==> config.mk <==
export PLATFORM = sky130hd
export DESIGN_NAME = div16seq_flat
export DESIGN_NICKNAME = d
export VERILOG_FILES = /design/src/rtl/div16seq_if.sv /design/src/rtl/div16seq.sv /design/src/flat_wrapper.sv
export SDC_FILE = /design/constraint.sdc
export NUM_CORES = 1
export LEC_CHECK = 0
export BUFFER_PORTS_ARGS = -buffer_cell sky130_fd_sc_hd__clkbuf_2
export CORE_MARGIN = 3
export CORE_UTILIZATION = 45
export CTS_CLUSTER_DIAMETER = 50
export CTS_CLUSTER_SIZE = 25
export DETAILED_ROUTE_END_ITERATION = 8
export PLACE_DENSITY = 0.75
export SLEW_MARGIN = 10
export SYNTH_ARGS = -nofsm -noshare
export SYNTH_HDL_FRONTEND = slang
export SYNTH_SLANG_ARGS = --single-unit
==> constraint.sdc <==
create_clock -name i_clk -period 3.85 [get_ports i_clk]
set_clock_uncertainty 0.15 [all_clocks]
set_input_delay 0.5775 -clock i_clk [delete_from_list [all_inputs] [get_ports i_clk]]
set_output_delay 0.5775 -clock i_clk [all_outputs]
set_load 0.01 [all_outputs]
==> src/rtl/div16seq_if.sv <==
// div16seq_if: operand/result handshake bundle for the 16-bit sequential divider.
//   in_valid/in_ready   : operand handshake (dividend, divisor)
//   out_valid/out_ready : result handshake (quotient, remainder, div_by_zero)
// Modports: master = operand producer / result consumer, slave = divider.
interface div16seq_if;
  logic        in_valid;
  logic        in_ready;
  logic [15:0] dividend;
  logic [15:0] divisor;
  logic        out_valid;
  logic        out_ready;
  logic [15:0] quotient;
  logic [15:0] remainder;
  logic        div_by_zero;

  modport master (
    output in_valid, dividend, divisor, out_ready,
    input  in_ready, out_valid, quotient, remainder, div_by_zero
  );

  modport slave (
    input  in_valid, dividend, divisor, out_ready,
    output in_ready, out_valid, quotient, remainder, div_by_zero
  );
endinterface

==> src/rtl/div16seq.sv <==
// div16seq: 16-bit unsigned restoring divider, one quotient bit per clock.
// Ports:
//   i_clk : rising-edge clock
//   i_rst : synchronous, active-high reset (aborts any operation in flight)
//   bus   : div16seq_if.slave -- operand accept handshake and result
//           handshake; all bus outputs are registered.
// A zero divisor skips the iteration and reports quotient=16'hFFFF,
// remainder=dividend with div_by_zero set.
module div16seq (
  input  logic     i_clk,
  input  logic     i_rst,
  div16seq_if.slave bus
);

  typedef enum logic [1:0] {
    ST_IDLE = 2'd0,
    ST_CALC = 2'd1,
    ST_DONE = 2'd2
  } state_t;

  state_t      r_state;
  logic [15:0] r_q;          // quotient / dividend shift register
  logic [15:0] r_prem;       // partial remainder (see note on width below)
  logic [15:0] r_divisor;
  logic [3:0]  r_count;
  logic        r_in_ready;
  logic        r_out_valid;
  logic [15:0] r_quotient;
  logic [15:0] r_remainder;
  logic        r_dbz;

  logic [16:0] w_shift;
  logic [16:0] w_trial;
  logic [15:0] w_prem_next;
  logic [15:0] w_q_next;

  // One restoring step: 17-bit trial subtraction (inverted divisor plus
  // carry-in) and restore/commit select. The partial remainder is always
  // below the divisor, so its 17th bit is identically zero and only the low
  // 16 bits are stored; the 17-bit value lives in w_shift.
  always_comb begin
    w_shift     = {r_prem, r_q[15]};
    w_trial     = w_shift + {1'b1, ~r_divisor} + 17'd1;
    w_prem_next = w_shift[15:0];
    w_q_next    = {r_q[14:0], 1'b0};
    if (w_trial[16] == 1'b0) begin
      // no borrow: commit the subtraction and retire a 1
      w_prem_next = w_trial[15:0];
      w_q_next    = {r_q[14:0], 1'b1};
    end else begin
      // borrow: keep the shifted remainder and retire a 0
      w_prem_next = w_shift[15:0];
      w_q_next    = {r_q[14:0], 1'b0};
    end
  end

  // Control FSM with registered handshake and result outputs.
  always_ff @(posedge i_clk) begin
    if (i_rst) begin
      r_state     <= ST_IDLE;
      r_q         <= 16'h0000;
      r_prem      <= 16'h0000;
      r_divisor   <= 16'h0000;
      r_count     <= 4'd0;
      r_in_ready  <= 1'b1;
      r_out_valid <= 1'b0;
      r_quotient  <= 16'h0000;
      r_remainder <= 16'h0000;
      r_dbz       <= 1'b0;
    end else begin
      case (r_state)
        ST_IDLE: begin
          if (bus.in_valid && r_in_ready) begin
            r_in_ready <= 1'b0;
            if (bus.divisor == 16'h0000) begin
              r_state     <= ST_DONE;
              r_out_valid <= 1'b1;
              r_quotient  <= 16'hFFFF;
              r_remainder <= bus.dividend;
              r_dbz       <= 1'b1;
            end else begin
              r_state   <= ST_CALC;
              r_divisor <= bus.divisor;
              r_q       <= bus.dividend;
              r_prem    <= 16'h0000;
              r_count   <= 4'd0;
              r_dbz     <= 1'b0;
            end
          end else begin
            r_in_ready  <= 1'b1;
            r_out_valid <= 1'b0;
          end
        end
        ST_CALC: begin
          r_prem  <= w_prem_next;
          r_q     <= w_q_next;
          r_count <= r_count + 4'd1;
          if (r_count == 4'd15) begin
            // last step: publish the step's result directly
            r_state     <= ST_DONE;
            r_out_valid <= 1'b1;
            r_quotient  <= w_q_next;
            r_remainder <= w_prem_next;
          end else begin
            r_state <= ST_CALC;
          end
        end
        ST_DONE: begin
          if (bus.out_ready) begin
            r_state     <= ST_IDLE;
            r_out_valid <= 1'b0;
            r_in_ready  <= 1'b1;
          end else begin
            r_state <= ST_DONE;
          end
        end
        default: begin
          r_state     <= ST_IDLE;
          r_in_ready  <= 1'b1;
          r_out_valid <= 1'b0;
          r_count     <= 4'd0;
        end
      endcase
    end
  end

  assign bus.in_ready    = r_in_ready;
  assign bus.out_valid   = r_out_valid;
  assign bus.quotient    = r_quotient;
  assign bus.remainder   = r_remainder;
  assign bus.div_by_zero = r_dbz;

endmodule

==> src/flat_wrapper.sv <==
// flat-port wrapper written by rule: the top's interface ports become plain ports
module div16seq_flat 
  (i_clk, i_rst, bus_in_valid, bus_dividend, bus_divisor, bus_out_ready, bus_in_ready, bus_out_valid, bus_quotient, bus_remainder, bus_div_by_zero);
  div16seq_if bus_i ();
  input  logic i_clk;
  input  logic i_rst;
  input wire logic [$bits(bus_i.in_valid)-1:0] bus_in_valid;
  input wire logic [$bits(bus_i.dividend)-1:0] bus_dividend;
  input wire logic [$bits(bus_i.divisor)-1:0] bus_divisor;
  input wire logic [$bits(bus_i.out_ready)-1:0] bus_out_ready;
  output wire logic [$bits(bus_i.in_ready)-1:0] bus_in_ready;
  output wire logic [$bits(bus_i.out_valid)-1:0] bus_out_valid;
  output wire logic [$bits(bus_i.quotient)-1:0] bus_quotient;
  output wire logic [$bits(bus_i.remainder)-1:0] bus_remainder;
  output wire logic [$bits(bus_i.div_by_zero)-1:0] bus_div_by_zero;
  assign bus_i.in_valid = bus_in_valid;
  assign bus_i.dividend = bus_dividend;
  assign bus_i.divisor = bus_divisor;
  assign bus_i.out_ready = bus_out_ready;
  assign bus_in_ready = bus_i.in_ready;
  assign bus_out_valid = bus_i.out_valid;
  assign bus_quotient = bus_i.quotient;
  assign bus_remainder = bus_i.remainder;
  assign bus_div_by_zero = bus_i.div_by_zero;
  div16seq u_core (.i_clk(i_clk), .i_rst(i_rst), .bus(bus_i));
endmodule
==> results_dict.tcl, run 1 <==
set metrics [dict create \
    result_of_the_run "completed" \
    grt_max_degree 42 \
    die_height_um 107 \
    hold-worst-slack_ns 0.308 \
    worstHoldPathType "input port to flop" \
    hold_buffers 0 \
    critical_path.most_common_cell "sky130_fd_sc_hd__inv_1" \
    synth_fp_nets 650 \
    setup_violations 0 \
    post-dp-hpwl_mm 8.76 \
    critical-path-top-delay-family "compound AO/OA/AOI/OAI gates" \
    ir_drop_uv 280 \
    layout-area-overhead-vs-synth_pct 13.7 \
    drt_pass1_iterations 5 \
    cp_data_required_time_ns 4.00 \
    worst_slew_margin_rel_pct 46.7 \
    post_route_fraction_of_the_period_consumed_by_the_critical_path_pct 85.3 \
    setup_repair_after_global_routing_missed_its_margin "false" \
    cts_resized 0 \
    clk_root_buffer_cell "sky130_fd_sc_hd__clkbuf_8" \
    worst_r2r_endpoint "u_core.bus.remainder[6]$_SDFFE_PP0P_" \
    critical_register_to_register_path_startpoint "u_core.r_q[15]$_SDFFE_PP0P_" \
    instances_no_fill 786 \
    critPathBufInv 2 \
    drt-vias-per-instance 5.58 \
    die_w_um 107 \
    max_clock_freq_ghz 0.305 \
    share_comb_of_total_power_pct 46.4 \
    post_route_cells_drive_above_1_share_pct 16.7 \
    post_synth.cell_area_avg_um2 7.77 \
    timing.critical_path.fanout_max 26 \
    hold_path.startpoint "bus_divisor[13]" \
    place_congestion 0.885 \
    synthesis.area_um2 4630 \
    ys_ff_latch 89 \
    seq_area_frac_synth_pct 38.5 \
    pwr_density_cell_nw_per_um2 629 \
    port-buffer-count 70 \
    yosys_warnings 0 \
    footprint_of_the_multi_input_gates_um2 2610 \
    worstPathCellList "inv_1 -> ha_1 -> inv_1 -> fa_1 -> a211oi_1 -> o211ai_1 -> and3_1 -> o221ai_4 -> mux2_4 -> a2111oi_2 -> a21o_1" \
    period_needed_ns 3.28 \
    die_area_um2 11500 \
    worst-r2r-cell-count 11 \
    synthCells 596 \
    max_cap_viol_count 0 \
    cellLeakagePower_nw 2.14 \
    cts.clk_slew.worst_paths_ns 0.09 \
    clock-sinks 89 \
    core.rowCount 36 \
    cp_slowest_cell "sky130_fd_sc_hd__o221ai_4" \
    core_area_um2 9910 \
    antenna_cells_inserted 0 \
    power_switching_mw 1.35 \
    synth_edf_count 0 \
    placement.setup.worst_slack_ns 0.576 \
    first_iter_violations 253 \
    timing.final.max_slew_violations 0 \
    clkLatencyLatePin_ns 0.35 \
    totalNegativeSetupSlack_ns 0 \
    numPlacedInstances 770 \
    htree_levels 3 \
    worst_slack_ns 0.566 \
    grt_antenna_before_repair 0 \
    fin_nets 702 \
    grt-ovfl-total 0 \
    ys_types 58 \
    timing_worst_setup_path_type "flop to flop" \
    drc_errors 0 \
    proportion_of_netlist_area_held_by_the_largest_area_contributor_pct 38.5 \
    remaining_number_of_nets_flagged_by_the_antenna_check_after_routing 0 \
    seq_power_share_pct 33.7 \
    grt_pass1_wl_mm 19.5 \
    clkPwrFrac_pct 19.9 \
    drt-total-wl_mm 11.7 \
    switching_share_pct 40.8 \
    hold_end "u_core.r_divisor[13]$_SDFFE_PP0P_" \
    ioPinCount 71 \
    worst_path_largest_cell_delay_ns 0.62 \
    finalInstanceArea_um2 5270 \
    reg2reg_setup_slack_ns 0.57 \
    initial_core_util_pct 46.7 \
    nFillCells 950 \
    clockBufferDepth 2 \
    hold_viol 0 \
    mostFrequentLayoutCells "105 x sky130_fd_sc_hd__nand2_1, 89 x sky130_fd_sc_hd__dfxtp_1, 70 x sky130_fd_sc_hd__nor2_1, 70 x sky130_fd_sc_hd__clkbuf_2, 48 x sky130_fd_sc_hd__a21oi_1" \
    power_mw 3.31 \
    layout.area.seq_um2 1780 \
    kind_of_end_point_of_the_critical_path "flop" \
    vias_in_the_first_global_route 4124 \
    hold_path_depth 3 \
    detail_route.wl_per_cell_um 14.9 \
    ys_async_sr_fraction_pct 0 \
    ys_dominant_reg_cell "sky130_fd_sc_hd__dfxtp_1" \
    startpoint_type "flop" \
    synth.largest_area_cell "sky130_fd_sc_hd__dfxtp_1" \
    p_int_mw 1.96 \
    tightest_slew_ns 0.800 \
    clock_tree_from_tritoncts "done" \
    cts_made_buffers 9 \
    grtUsageTotal_pct 20.8 \
    vias 4388 \
    synth_top_cells_by_area "sky130_fd_sc_hd__dfxtp_1 38%, sky130_fd_sc_hd__nand2_1 8.5%, sky130_fd_sc_hd__nor2_1 5.7%" \
    most_common_cell_after_layout_fill_and_taps_aside "sky130_fd_sc_hd__nand2_1" \
    dpl_cell_area_um2 5060 \
    cts_setup_buffers 0 \
    finalCoreUtilization_pct 53.1 \
    cp_data_arrival_time_ns 3.44 \
]
## cells in the mapped netlist, types with 5 or more instances
| library cell | count |
|---|---|
| sky130_fd_sc_hd__inv_1 | 22 |
| sky130_fd_sc_hd__or3_1 | 7 |
| sky130_fd_sc_hd__o21ai_0 | 32 |
| sky130_fd_sc_hd__a311oi_1 | 17 |
| sky130_fd_sc_hd__nor2b_1 | 5 |
| sky130_fd_sc_hd__buf_2 | 8 |
| sky130_fd_sc_hd__xnor2_1 | 6 |
| sky130_fd_sc_hd__nand2_1 | 105 |
| sky130_fd_sc_hd__dfxtp_1 | 89 |
| sky130_fd_sc_hd__nor2_1 | 70 |
| sky130_fd_sc_hd__nand2b_1 | 7 |
| sky130_fd_sc_hd__a21oi_1 | 48 |
| sky130_fd_sc_hd__a31oi_1 | 10 |
| sky130_fd_sc_hd__mux2i_1 | 7 |
| sky130_fd_sc_hd__nor3_1 | 33 |
| sky130_fd_sc_hd__a21o_1 | 8 |
| sky130_fd_sc_hd__xor2_1 | 7 |
| sky130_fd_sc_hd__ha_1 | 17 |
| sky130_fd_sc_hd__clkbuf_1 | 29 |
| sky130_fd_sc_hd__o211ai_1 | 5 |
## registers in the layout (all words and copies together) (netlist names)
name / count
u_core.bus.div_by_zero: 1
u_core.bus.in_ready: 1
u_core.bus.out_valid: 1
u_core.bus.quotient: 16
u_core.bus.remainder: 16
u_core.r_count: 4
u_core.r_divisor: 16
u_core.r_prem: 16
u_core.r_q: 16
u_core.r_state: 2
## cells by family after synthesis
logic type | synth area share (%)
AO/OA/AOI/OAI | 22.5
XOR/XNOR | 2.46
adder cells (fa/ha/maj) | 5.02
buffers and inverters | 5.16
flip-flops | 38.5
multiplexers | 2.08
AND/OR/NAND/NOR | 24.3
## cell type report
type                    count  share of cell area, %
repair buffers             79                   7.94
well taps                 133                   3.16
clock inverters             5                   1.19
clock buffers              11                   2.68
flip-flops and latches     89                   33.8
inverters                  22                   1.57
multi-input cells         447                   49.6
## worst max-delay path by stage
stage	from	depth (start not counted)	slack, ns	endpoint
2_1_floorplan	u_core.r_q[15]$_SDFFE_PP0P_	11	1.12	u_core.bus.remainder[6]$_SDFFE_PP0P_
3_3_place_gp	u_core.r_q[15]$_SDFFE_PP0P_	11	0.62	u_core.bus.remainder[6]$_SDFFE_PP0P_
3_5_place_dp	u_core.r_q[15]$_SDFFE_PP0P_	11	0.58	u_core.bus.remainder[6]$_SDFFE_PP0P_
4_1_cts	u_core.r_q[15]$_SDFFE_PP0P_	11	0.56	u_core.bus.remainder[6]$_SDFFE_PP0P_
5_1_grt	u_core.r_q[15]$_SDFFE_PP0P_	11	0.29	u_core.bus.remainder[7]$_SDFFE_PP0P_
6_report	u_core.r_q[15]$_SDFFE_PP0P_	11	0.57	u_core.bus.remainder[6]$_SDFFE_PP0P_
## routing by layer
metal / share of wire, % / GRT usage [%]
met1: 47 / 29.1
met3: 5.3 / 3.42
met5: 0 / 0
met2: 45 / 32.6
met4: 2.3 / 6.85
## power groups by stage
stage	clock, mW	sequential [mW]	combinational [mW]
detailed placement	0	1.14	1.53
floorplan	0	1.12	1.19
global placement	0	1.13	1.51
CTS	0.670	1.12	1.54
global route	0.709	1.13	1.71
finish	0.660	1.12	1.54
## worst min-delay path: cells and delay by family
kind	cells	cell delay, ns
compound gates	1	0.05
buf+inv	1	0.09
simple gates	1	0.05
(Power assumes the default switching activity.)
==> run 2, diff against run 1 <==
Settings changed: BUFFER_PORTS_ARGS -buffer_cell sky130_fd_sc_hd__clkbuf_2 to -buffer_cell sky130_fd_sc_hd__buf_2, PLACE_DENSITY 0.75 to 0.63.
==> run 2 against run 1 <==
  * Sequential power barely moved
  * Register-to-register slack improved by 0.09 ns
  * Total power fell by 2.1%
  * Flip-flop and latch count did not move
  * Non-clock buffer count did not move
  * Worst setup slack improved by 0.086 ns
  * Clock power fell by 11%
  * First-iteration DRC count fell by 25%
  * Hold slack improved by 0.0035 ns
  * Die area did not move
  * Routed wire length rose by 0.97%
  * Critical endpoint is now u_core.r_prem[13]$_SDFFE_PP0P_
  * Largest cell class unchanged
  * Largest power group unchanged
==> results_dict.tcl, run 2 (same netlist as run 1, synthesis figures left out) <==
set metrics [dict create \
    result_of_the_run "completed" \
    reg2reg_setup_slack_ns 0.65 \
    most_common_cell_after_layout_fill_and_taps_aside "sky130_fd_sc_hd__nand2_1" \
    antenna_cells_inserted 0 \
    drt_pass1_iterations 5 \
    cts.clk_slew.worst_paths_ns 0.09 \
    cellLeakagePower_nw 2.15 \
    timing_worst_setup_path_type "flop to flop" \
    grt_antenna_before_repair 0 \
    cp_data_required_time_ns 3.94 \
    clk_root_buffer_cell "sky130_fd_sc_hd__clkbuf_8" \
    fin_nets 702 \
    post_route_fraction_of_the_period_consumed_by_the_critical_path_pct 83.1 \
    grt_pass1_wl_mm 19.6 \
    layout-area-overhead-vs-synth_pct 13.1 \
    first_iter_violations 191 \
    die_w_um 107 \
    drt-vias-per-instance 5.48 \
    nFillCells 989 \
    die_area_um2 11500 \
    timing.final.max_slew_violations 0 \
    max_clock_freq_ghz 0.313 \
    finalCoreUtilization_pct 52.9 \
    drt-total-wl_mm 11.9 \
    setup_repair_after_global_routing_missed_its_margin "false" \
    remaining_number_of_nets_flagged_by_the_antenna_check_after_routing 0 \
    worstHoldPathType "flop to flop" \
    cts_resized 0 \
    ioPinCount 71 \
    hold_viol 0 \
    htree_levels 3 \
    vias_in_the_first_global_route 4009 \
    core_area_um2 9910 \
    timing.critical_path.fanout_max 14 \
    period_needed_ns 3.20 \
    cts_setup_buffers 0 \
    setup_violations 0 \
    totalNegativeSetupSlack_ns 0 \
    worst_slew_margin_rel_pct 32.5 \
    drc_errors 0 \
    layout.area.seq_um2 1780 \
    grtUsageTotal_pct 20.8 \
    port-buffer-count 70 \
    hold_buffers 0 \
    kind_of_end_point_of_the_critical_path "flop" \
    core.rowCount 36 \
    ir_drop_uv 229 \
    startpoint_type "flop" \
    post_route_cells_drive_above_1_share_pct 16.7 \
    clkLatencyLatePin_ns 0.35 \
    grt_max_degree 54 \
    max_cap_viol_count 0 \
    tightest_slew_ns 1.01 \
    place_congestion 0.862 \
    grt-ovfl-total 0 \
    footprint_of_the_multi_input_gates_um2 2610 \
    post-dp-hpwl_mm 8.79 \
    cp_data_arrival_time_ns 3.28 \
    pwr_density_cell_nw_per_um2 619 \
    clock_tree_from_tritoncts "done" \
    die_height_um 107 \
    cts_made_buffers 9 \
    mostFrequentLayoutCells "105 x sky130_fd_sc_hd__nand2_1, 89 x sky130_fd_sc_hd__dfxtp_1, 70 x sky130_fd_sc_hd__nor2_1, 70 x sky130_fd_sc_hd__buf_2, 48 x sky130_fd_sc_hd__a21oi_1" \
    vias 4301 \
    initial_core_util_pct 46.7 \
    clockBufferDepth 2 \
    detail_route.wl_per_cell_um 15.1 \
    clock-sinks 89 \
]
[run 2: layer usage]
layer	GRT usage, %	vias to the layer above	part of all wire (%)
li1	-	2196	-
met1	28.7	1999	47
met2	34.3	100	48
met3	3.84	6	4.9
met4	4.06	0	0.63
met5	0	-	0
[run 2: through the flow]
step	cell area, µm²	setup WS, ns	power, mW	std cells	hold WS (ns)
finish	5240	0.652	3.24	785	0.311
global route	5240	0.396	3.49	785	0.292
CTS	5240	0.642	3.27	785	0.299
detailed placement	5060	0.712	2.68	770	0.299
global placement	5060	0.727	2.65	770	0.294
floorplan	4630	1.12	2.31	596	0.286
[run 2: layout make-up]
type,instances,area share (%)
inverter,22,1.58
timing repair buffer,79,7.98
clock buffer,10,2.63
clock inverter,5,0.764
tap,133,3.18
sequential,89,34.0
multi-input combinational,447,49.9
[run 2: final timing paths]
kind | cells after the start | startpoint | endpoint
max | 11 | u_core.r_divisor[0]$_SDFFE_PP0P_ | u_core.r_prem[13]$_SDFFE_PP0P_
min | 2 | u_core.r_divisor[14]$_SDFFE_PP0P_ | u_core.r_divisor[14]$_SDFFE_PP0P_
max reg2reg | 11 | u_core.r_divisor[0]$_SDFFE_PP0P_ | u_core.r_prem[13]$_SDFFE_PP0P_
min reg2reg | 2 | u_core.r_divisor[14]$_SDFFE_PP0P_ | u_core.r_divisor[14]$_SDFFE_PP0P_
[run 2: critical path, cell delays in order (launching register included)]
cell                        delay, ns
sky130_fd_sc_hd__dfxtp_1         0.39
sky130_fd_sc_hd__ha_1            0.18
sky130_fd_sc_hd__inv_1           0.05
sky130_fd_sc_hd__fa_1            0.42
sky130_fd_sc_hd__a211oi_1        0.28
sky130_fd_sc_hd__o211ai_1        0.13
sky130_fd_sc_hd__and3_1          0.22
sky130_fd_sc_hd__o221ai_4        0.41
sky130_fd_sc_hd__buf_4           0.28
sky130_fd_sc_hd__nand2_1         0.07
sky130_fd_sc_hd__o31a_1          0.13
sky130_fd_sc_hd__a2111oi_2       0.36
[run 2: power breakdown]
group / internal, mW / switching [mW] / leakage (nW) / total (mW)
clock network: 0.252 / 0.335 / 0.0810 / 0.587
logic: 0.627 / 0.912 / 1.34 / 1.54
registers: 1.03 / 0.0898 / 0.728 / 1.12
total: 1.91 / 1.34 / 2.15 / 3.24
==> run 3, diff against run 2 <==
Settings changed: ABC_AREA from default to 1, PLACE_DENSITY 0.63 to 0.65.
Clock period 3.85 ns to 2.6 ns, I/O delays scaled along.
==> run 3 against run 2 <==
  * Total power grew 31%
  * Non-clock buffer count grew 1
  * Worst setup slack lost 0.46 ns
  * Flip-flop and latch count is the same
  * Highest routed layer unchanged
  * Utilization grew 0.14 points
  * Design area grew 11%
  * Sequential share of layout area shrank 3.3 points
  * Critical path depth grew 5
  * Maximum frequency grew 33%
==> results_dict.tcl, run 3 <==
set metrics [dict create \
    result_of_the_run "completed" \
    finalInstanceArea_um2 5800 \
    clk_root_buffer_cell "sky130_fd_sc_hd__clkbuf_16" \
    post_synth_most_frequent_cells "200 x sky130_fd_sc_hd__nand2_1, 123 x sky130_fd_sc_hd__inv_1, 89 x sky130_fd_sc_hd__dfxtp_1" \
    most_common_cell_after_layout_fill_and_taps_aside "sky130_fd_sc_hd__nand2_1" \
    clock-sinks 89 \
    cp_data_arrival_time_ns 2.49 \
    detail_route.wl_per_cell_um 13.5 \
    remaining_number_of_nets_flagged_by_the_antenna_check_after_routing 0 \
    post_route_fraction_of_the_period_consumed_by_the_critical_path_pct 92.5 \
    pwr_density_cell_nw_per_um2 732 \
    synthesis.area_um2 5100 \
    setup_repair_after_global_routing_missed_its_margin "false" \
    ys_async_sr_fraction_pct 0 \
    post-dp-hpwl_mm 9.82 \
    period_needed_ns 2.40 \
    setup_violations 0 \
    synthCells 760 \
    drt_pass1_iterations 5 \
    mostFrequentLayoutCells "200 x sky130_fd_sc_hd__nand2_1, 123 x sky130_fd_sc_hd__inv_1, 89 x sky130_fd_sc_hd__dfxtp_1" \
    totalNegativeSetupSlack_ns 0 \
    timing_worst_setup_path_type "flop to flop" \
    grt_max_degree 47 \
    tightest_slew_ns 0.497 \
    vias_in_the_first_global_route 4535 \
    ir_drop_uv 434 \
    hold_viol 0 \
    cts_made_buffers 9 \
    yosys_warnings 0 \
    reg2reg_setup_slack_ns 0.20 \
    timing.final.max_slew_violations 0 \
    synth.largest_area_cell "sky130_fd_sc_hd__dfxtp_1" \
    proportion_of_netlist_area_held_by_the_largest_area_contributor_pct 34.9 \
    antenna_cells_inserted 0 \
    place_congestion 0.885 \
    core_area_um2 10900 \
    first_iter_violations 285 \
    cts.clk_slew.worst_paths_ns 0.07 \
    worstHoldPathType "input port to flop" \
    ioPinCount 71 \
    synth_edf_count 0 \
    ys_ff_latch 89 \
    ys_dominant_reg_cell "sky130_fd_sc_hd__dfxtp_1" \
    drc_errors 0 \
    grt_pass1_wl_mm 21.4 \
    drt-vias-per-instance 5.14 \
    die_w_um 112 \
    kind_of_end_point_of_the_critical_path "flop" \
    layout-area-overhead-vs-synth_pct 13.7 \
    clock_tree_from_tritoncts "done" \
    htree_levels 3 \
    ys_types 32 \
    max_clock_freq_ghz 0.416 \
    grt_antenna_before_repair 0 \
    drt-total-wl_mm 13.0 \
    max_cap_viol_count 0 \
    port-buffer-count 70 \
    nFillCells 1113 \
    synth_top_cells_by_area "sky130_fd_sc_hd__dfxtp_1 35%, sky130_fd_sc_hd__nand2_1 15%, sky130_fd_sc_hd__inv_1 9.1%" \
    grtUsageTotal_pct 20.7 \
    vias 4935 \
    die_height_um 112 \
    synth_fp_nets 814 \
    hold_buffers 0 \
    fin_nets 870 \
    post_route_cells_drive_above_1_share_pct 16.5 \
    clockBufferDepth 2 \
    seq_area_frac_synth_pct 34.9 \
    dpl_cell_area_um2 5510 \
    cts_resized 0 \
    timing.critical_path.fanout_max 18 \
    worst_slew_margin_rel_pct 66.9 \
    post_synth.cell_area_avg_um2 6.71 \
    die_area_um2 12600 \
    cp_data_required_time_ns 2.68 \
    core.rowCount 38 \
    initial_core_util_pct 46.6 \
    cts_setup_buffers 0 \
    cellLeakagePower_nw 2.96 \
    grt-ovfl-total 0 \
    clkLatencyLatePin_ns 0.34 \
    startpoint_type "flop" \
    yosysMostFrequentCell "sky130_fd_sc_hd__nand2_1" \
]
-- run 3: cell count changes after synthesis, sizes merged, moves of 12 or more --
cell,before,now
inv,22,126
nand2,106,209
nand3,3,83
nor2,71,34
nor3,34,2
a21oi,49,76
a311oi,18,0
o21bai,0,15
clkbuf,29,17
-- run 3: worst max-delay path, cell delays in order (launching register included) --
cell                      delay (ns)
sky130_fd_sc_hd__dfxtp_1        0.33
sky130_fd_sc_hd__inv_1          0.06
sky130_fd_sc_hd__ha_1           0.14
sky130_fd_sc_hd__inv_1          0.08
sky130_fd_sc_hd__fa_1           0.41
sky130_fd_sc_hd__nand2_1        0.10
sky130_fd_sc_hd__nand2_1        0.08
sky130_fd_sc_hd__nand3_1        0.10
sky130_fd_sc_hd__nand2_2        0.08
sky130_fd_sc_hd__nand2_2        0.09
sky130_fd_sc_hd__nand2_2        0.07
sky130_fd_sc_hd__nand2_2        0.09
sky130_fd_sc_hd__nand2_4        0.16
sky130_fd_sc_hd__nand3_2        0.12
sky130_fd_sc_hd__nand3_1        0.12
sky130_fd_sc_hd__nand2_1        0.08
sky130_fd_sc_hd__inv_1          0.04
-- run 3: routing by layer --
metal | vias up | part of all wire [%] | global-route usage, %
li1 | 2541 | - | -
met5 | - | 0 | 0
met1 | 2254 | 47 | 27.9
met4 | 0 | 2.4 | 8.65
met2 | 115 | 46 | 33.2
met3 | 25 | 4.1 | 3.13
-- run 3: where the power goes --
group          switching, mW  internal (mW)  leakage, nW
combinational          0.915          0.473         2.09
sequential            0.0926           1.52        0.732
clock                  0.544          0.701        0.135
total                   1.55           2.69         2.96
-- run 3: layout make-up --
| class | count | area (µm²) | share of cell area [%] |
|---|---|---|---|
| Multi-Input combinational cell | 510 | 2660 | 45.9 |
| Sequential cell | 89 | 1780 | 30.7 |
| Tap cell | 140 | 175 | 3.02 |
| Clock buffer | 12 | 256 | 4.42 |
| Clock inverter | 3 | 25.0 | 0.432 |
| Timing Repair Buffer | 80 | 425 | 7.34 |
| Inverter | 126 | 473 | 8.16 |
-- run 3: path summary, 6_finish.rpt --
path,start,endpoint,cells past startpoint
max,u_core.r_q[15]$_SDFFE_PP0P_,u_core.bus.remainder[3]$_SDFFE_PP0P_,16
min,bus_divisor[0],u_core.r_divisor[0]$_SDFFE_PP0P_,3
max reg2reg,u_core.r_q[15]$_SDFFE_PP0P_,u_core.bus.remainder[3]$_SDFFE_PP0P_,16
min reg2reg,u_core.r_divisor[9]$_SDFFE_PP0P_,u_core.r_divisor[9]$_SDFFE_PP0P_,2
-- run 3: logic make-up after synthesis --
kind of cell	share of synthesized area, %
xor+xnor	1.37
fa+ha+maj	4.56
compound gates	16.4
buf+inv	13.1
simple gates	29.7
flops	34.9
-- run 3: stage by stage --
| step | util, % | setup WS [ns] | hold slack (ns) | std cells | total power, mW |
|---|---|---|---|---|---|
| 6_report | 53.0 | 0.196 | 0.181 | 960 | 4.24 |
| 5_1_grt | 53.0 | 0.0182 | 0.195 | 960 | 4.53 |
| 4_1_cts | 53.0 | 0.139 | 0.172 | 960 | 4.27 |
| 3_5_place_dp | 50.4 | 0.213 | 0.303 | 945 | 3.01 |
| 3_3_place_gp | 50.4 | 0.317 | 0.305 | 945 | 2.99 |
| 2_1_floorplan | - | 0.449 | 0.285 | 760 | 2.68 |
